`src/rtl/kv_csa_acc_pkg.sv`:
```
// Shared constants for the CSA accumulator sequencer:
// FSM state encoding and pair-counter limits.
package kv_csa_acc_pkg;

    localparam logic [1:0] ST_IDLE    = 2'd0;
    localparam logic [1:0] ST_ACCUM   = 2'd1;
    localparam logic [1:0] ST_RESOLVE = 2'd2;
    localparam logic [1:0] ST_OUT     = 2'd3;

    localparam int CNT_W = 8;
    localparam logic [CNT_W-1:0] CNT_MAX = 8'd255;

    function automatic logic [CNT_W-1:0] cnt_inc(input logic [CNT_W-1:0] c);
        return (c == CNT_MAX) ? c : c + 8'd1;
    endfunction

endpackage

```
`src/rtl/kv_csa_acc_seq_csa4_2.sv`:
```
// 4:2 compressor built from two chained 3:2 rows.
// sum + 2*carry equals in1+in2+in3+in4 exactly.
module kv_csa4_2 #(
    parameter int CSA_WIDTH = 24
) (
    input  logic [CSA_WIDTH-1:0] in1_i,
    input  logic [CSA_WIDTH-1:0] in2_i,
    input  logic [CSA_WIDTH-1:0] in3_i,
    input  logic [CSA_WIDTH-1:0] in4_i,
    output logic [CSA_WIDTH:0]   sum_o,
    output logic [CSA_WIDTH-1:0] carry_o
);

    logic [CSA_WIDTH-1:0] s1;
    logic [CSA_WIDTH-1:0] cout;
    logic [CSA_WIDTH-1:0] cin;

    assign s1   = in1_i ^ in2_i ^ in3_i;
    assign cout = (in1_i & in2_i) | (in1_i & in3_i) | (in2_i & in3_i);
    // First-row carries enter the second row one bit up; the top one is kept in sum_o
    assign cin  = {cout[CSA_WIDTH-2:0], 1'b0};

    assign sum_o   = {cout[CSA_WIDTH-1], s1 ^ in4_i ^ cin};
    assign carry_o = (s1 & in4_i) | (s1 & cin) | (in4_i & cin);

endmodule

```
`src/rtl/kv_csa_acc_seq.sv`:
```
// Iterative multi-operand accumulator: folds operand pairs into a
// redundant sum/carry state, then resolves with one carry-propagate add.
module kv_csa_acc_seq
    import kv_csa_acc_pkg::*;
#(
    parameter int WIDTH     = 16,
    parameter int ACC_WIDTH = 24,
    parameter bit SIGNED    = 1'b0
) (
    input  logic                 clk,
    input  logic                 reset,
    input  logic                 in_valid,
    output logic                 in_ready,
    input  logic [WIDTH-1:0]     in_a,
    input  logic [WIDTH-1:0]     in_b,
    input  logic                 in_last,
    output logic                 out_valid,
    input  logic                 out_ready,
    output logic [ACC_WIDTH-1:0] out_data,
    output logic [CNT_W-1:0]     out_cnt,
    output logic                 out_sat
);

    logic [1:0]           state_q, state_d;
    logic [ACC_WIDTH-1:0] sum_q, sum_d;
    logic [ACC_WIDTH-1:0] carry_q, carry_d;
    logic [CNT_W-1:0]     cnt_q, cnt_d;
    logic [ACC_WIDTH-1:0] out_data_q, out_data_d;
    logic [CNT_W-1:0]     out_cnt_q, out_cnt_d;
    logic                 out_sat_q, out_sat_d;

    logic [ACC_WIDTH-1:0] ext_a, ext_b;
    logic [ACC_WIDTH-1:0] csa_in1, csa_in2;
    logic [ACC_WIDTH:0]   csa_sum;
    logic [ACC_WIDTH-1:0] csa_carry;
    logic                 accept;
    logic                 unused_csa_top;

    assign ext_a = {{(ACC_WIDTH-WIDTH){in_a[WIDTH-1] & SIGNED}}, in_a};
    assign ext_b = {{(ACC_WIDTH-WIDTH){in_b[WIDTH-1] & SIGNED}}, in_b};

    // A fresh job must not see stale redundant state
    assign csa_in1 = (state_q == ST_IDLE) ? '0 : sum_q;
    assign csa_in2 = (state_q == ST_IDLE) ? '0 : carry_q;

    kv_csa4_2 #(
        .CSA_WIDTH(ACC_WIDTH)
    ) u_csa (
        .in1_i  (csa_in1),
        .in2_i  (csa_in2),
        .in3_i  (ext_a),
        .in4_i  (ext_b),
        .sum_o  (csa_sum),
        .carry_o(csa_carry)
    );

    assign unused_csa_top = csa_sum[ACC_WIDTH] ^ csa_carry[ACC_WIDTH-1];

    assign in_ready  = !reset &&
                       ((state_q == ST_IDLE) || (state_q == ST_ACCUM));
    assign accept    = in_valid && in_ready;
    assign out_valid = (state_q == ST_OUT);
    assign out_data  = out_data_q;
    assign out_cnt   = out_cnt_q;
    assign out_sat   = out_sat_q;

    always_comb begin
        state_d    = state_q;
        sum_d      = sum_q;
        carry_d    = carry_q;
        cnt_d      = cnt_q;
        out_data_d = out_data_q;
        out_cnt_d  = out_cnt_q;
        out_sat_d  = out_sat_q;
        case (state_q)
            ST_IDLE, ST_ACCUM: begin
                if (accept) begin
                    sum_d   = csa_sum[ACC_WIDTH-1:0];
                    carry_d = {csa_carry[ACC_WIDTH-2:0], 1'b0};
                    cnt_d   = (state_q == ST_IDLE) ? 8'd1 : cnt_inc(cnt_q);
                    state_d = in_last ? ST_RESOLVE : ST_ACCUM;
                end
            end
            ST_RESOLVE: begin
                out_data_d = sum_q + carry_q;
                out_cnt_d  = cnt_q;
                out_sat_d  = (cnt_q == CNT_MAX);
                state_d    = ST_OUT;
            end
            ST_OUT: begin
                if (out_ready) begin
                    state_d = ST_IDLE;
                    sum_d   = '0;
                    carry_d = '0;
                    cnt_d   = '0;
                end
            end
            default: state_d = ST_IDLE;
        endcase
    end

    always_ff @(posedge clk or posedge reset) begin
        if (reset) begin
            state_q    <= ST_IDLE;
            sum_q      <= '0;
            carry_q    <= '0;
            cnt_q      <= '0;
            out_data_q <= '0;
            out_cnt_q  <= '0;
            out_sat_q  <= 1'b0;
        end else begin
            state_q    <= state_d;
            sum_q      <= sum_d;
            carry_q    <= carry_d;
            cnt_q      <= cnt_d;
            out_data_q <= out_data_d;
            out_cnt_q  <= out_cnt_d;
            out_sat_q  <= out_sat_d;
        end
    end

endmodule

```
`config.mk`:
```
export PLATFORM = sky130hd
export DESIGN_NAME = kv_csa_acc_seq
export DESIGN_NICKNAME = d
export VERILOG_FILES = /design/src/rtl/kv_csa_acc_pkg.sv /design/src/rtl/kv_csa_acc_seq_csa4_2.sv /design/src/rtl/kv_csa_acc_seq.sv
export SDC_FILE = /design/constraint.sdc
export NUM_CORES = 1
export LEC_CHECK = 0
export BUFFER_PORTS_ARGS = -buffer_cell sky130_fd_sc_hd__buf_2
export CORE_ASPECT_RATIO = 1.5
export CORE_MARGIN = 2
export CORE_UTILIZATION = 50
export CTS_BUF_LIST = sky130_fd_sc_hd__clkbuf_8
export DETAILED_ROUTE_END_ITERATION = 7
export PLACE_DENSITY = 0.73
export SETUP_SLACK_MARGIN = 0.2
export SLEW_MARGIN = 10
export SYNTH_ARGS = -nofsm -noshare
export SYNTH_HDL_FRONTEND = slang
export SYNTH_SLANG_ARGS = --single-unit
```
`constraint.sdc`:
```
create_clock -name clk -period 3.25 [get_ports clk]
set_clock_uncertainty 0.1 [all_clocks]
set_input_delay 0.65 -clock clk [delete_from_list [all_inputs] [get_ports clk]]
set_output_delay 0.65 -clock clk [all_outputs]
set_load 0.005 [all_outputs]
```
==> results_dict.tcl <==
set metrics [dict create \
    die_area_um2 12410 \
    fin_nets 741 \
    finalPower_uw 4939 \
    gp_congestion 0.9071 \
    status "complete, no violations" \
    cp.arrival_ps 2800 \
    path_max_fanout 47 \
    yosysSeqAreaShare 0.3910 \
    period_minus_slack_ps 2646 \
    drtAntennaViolNets 0 \
    worstMarginPinSlew_ps 565.4 \
    r2r_start "state_q[1]" \
    ys_async_sr_fraction 1.000 \
    fin_crit_sh 0.8141 \
    grt_max_degree 48 \
    drt-pass1-iter-count 4 \
    pwr_density_cell_nw_per_um2 764.0 \
    cts.sink_count 90 \
    grt_overflow 0 \
    worst-r2r-cell-count 6 \
    reg2reg_setup_slack_ps 600 \
    yosys_register_bits 90 \
    core.rowCount 48 \
    report.final.hold_viol_count 0 \
    via_count 4495 \
    drc 0 \
    wl_met3_um 534 \
    p_leak_uw 0.003249 \
    cts_inserted_buffers 9 \
    reg2reg_to "sum_q[5]" \
    io-pin-count 72 \
    rsz0062_at_grt "false" \
    first_global_vias 4417 \
    drtIter0Drc 240 \
    antenna_found_initial 0 \
    required_ps 3410 \
    wl_met2_mm 6.635 \
    syn-num-nets 681 \
    finalSetupTns_ps 0 \
    startpoint_type "flip-flop" \
    cts_setup_buffers 0 \
    syn-mean-instance-area_um2 10.03 \
    die_height_um 135.4 \
    drive_above_1_share 0.1646 \
    vias_per_cell 5.704 \
    syn-cell-area_um2 5759 \
    cts-resized-gates 0 \
    port_buffers 71 \
    max_freq_ghz 0.3780 \
    whs_ps 209.1 \
    grt_usage 0.2125 \
    cts_tree "done" \
    core_um2 11350 \
    synth_edf_count 0 \
    clk_pin_slew_ps 90 \
    yosysWarnings 0 \
    cts-root-buf "clkbuf_8" \
    cap_violations 0 \
    end_kind "flip-flop" \
    routed_wirelength_mm 12.46 \
    slew_headroom 0.6231 \
    final-setup-viol-count 0 \
    area_growth_pct 12.25 \
    ys_types 50 \
    start_util 0.5074 \
    clk_latency_ps 360 \
    ys.flop_type "dfrtp_1" \
    wl_met1_mm 5.072 \
    hold_class "input pin to asynchronous set/reset pin" \
    clockBufferDepth 2 \
    antennaDiodeCount 0 \
    ctsHoldBuffers 0 \
    die_x_um 91.63 \
    grt_pass1_wl_mm 21.14 \
    crit_type "flip-flop to flip-flop" \
    hpwl_mm 9.316 \
    slew_violations 0 \
    highest_layer "met4" \
    wl_per_cell_um 15.81 \
    h-tree-depth 3 \
    synthCells 574 \
    ir_drop_mv 0.3772 \
]
Yosys cell counts (all sizes together), types with 2 or more instances:
master / count / area share
dfrtp: 90 / 0.39
nand2: 80 / 0.052
nor2b: 46 / 0.050
a22o: 45 / 0.068
ha: 39 / 0.085
a21oi: 36 / 0.033
fa: 31 / 0.11
o21ai: 29 / 0.025
nor2: 20 / 0.013
clkbuf: 17 / 0.011
nand3: 16 / 0.014
buf: 12 / 0.010
inv: 11 / 0.0072
nor3: 9 / 0.0078
o21a: 9 / 0.012
a21o: 8 / 0.010
xor2: 8 / 0.012
nand4: 7 / 0.0076
o31ai: 6 / 0.0078
nand2b: 5 / 0.0054
o2111ai: 5 / 0.0087
a31oi: 4 / 0.0043
and2: 4 / 0.0043
and3: 4 / 0.0043
xnor2: 4 / 0.0061
a211oi: 3 / 0.0048
a22oi: 3 / 0.0039
and4: 3 / 0.0046
o211ai: 3 / 0.0039
or4: 2 / 0.0026
flip-flops by register name (all words and copies together) (netlist names):
name,cells
out_data,24
sum_q,24
carry_q,23
cnt_q,8
out_cnt,8
state_q,2
out_sat,1
cells by family (layout without fill, tap and decap cells):
family | after synthesis | count (layout) | synth area share
and+or+nand+nor | 203 | 203 | 0.1755
AOI/OAI and AO/OA | 158 | 158 | 0.1927
DFF | 90 | 90 | 0.3910
adders and majority gates | 70 | 70 | 0.1925
buffers and inverters | 40 | 104 | 0.02824
xor gates and xnor gates | 12 | 12 | 0.01825
muxes | 1 | 1 | 0.001738
metal layers:
metal / track usage / up-vias
met5: 0 / -
met4: 0.06818 / 0
met3: 0.03728 / 18
met2: 0.3738 / 116
met1: 0.2652 / 2192
li1: - / 2169
how the worst max path moves through the flow:
stage / start / endpoint / slack, ps / depth (start not counted)
2_1_floorplan: reset / state_q[0] / 530 / 4
3_3_place_gp: sum_q[1] / out_data[17] / 670 / 9
3_5_place_dp: state_q[1] / sum_q[5] / 630 / 6
4_1_cts: sum_q[1] / out_data[17] / 610 / 9
5_1_grt: state_q[1] / sum_q[13] / 440 / 6
6_report: state_q[1] / sum_q[5] / 600 / 6
report_power, final:
group	leakage, uW	internal, uW	switching (uW)
combinational	0.00196	1070	1310
clock	0.000105	425	399
sequential	0.00119	1460	273
total	0.00325	2950	1980
cell usage in the layout, fill, tap and decap left out, drive strengths merged, types with 5 or more instances in the layout:
cell,netlist,routed
nor3,9,9
clkbuf,17,9
xor2,8,8
nand3,16,16
nand2,80,80
o31ai,6,6
inv,11,10
nor2,20,20
a22o,45,45
o2111ai,5,5
ha,39,39
a21oi,36,36
nand2b,5,5
fa,31,31
a21o,8,8
buf,12,78
nor2b,46,46
o21ai,29,29
o21a,9,9
dfrtp,90,90
nand4,7,7
through the flow:
stage          instances  area (um2)  utilization  setup slack, ps
2_1_floorplan        574        5763            -            528.3
3_3_place_gp         773        6259       0.5514            672.1
3_5_place_dp         773        6259       0.5514            631.2
4_1_cts              788        6465       0.5696            606.4
5_1_grt              788        6465       0.5696            437.0
6_report             788        6465       0.5696            604.3
cell type report:
class                           count  area (um2)
Clock buffer                        9       123.9
Clock inverter                      6       82.58
Fill cell                        1005        4886
Inverter                           11       45.04
Multi-Input combinational cell    444        3366
Sequential cell                    90        2252
Tap cell                          150       187.7
Timing Repair Buffer               78       407.9
worst max-delay path, cell delays in order, from the launching register on:
cell and delay, ps:
dfrtp_1 510, nor2_2 130, buf_4 420, nor2b_1 130, fa_1 570, fa_1 420, a22o_1 220
Power figures use the tool's default switching activity.
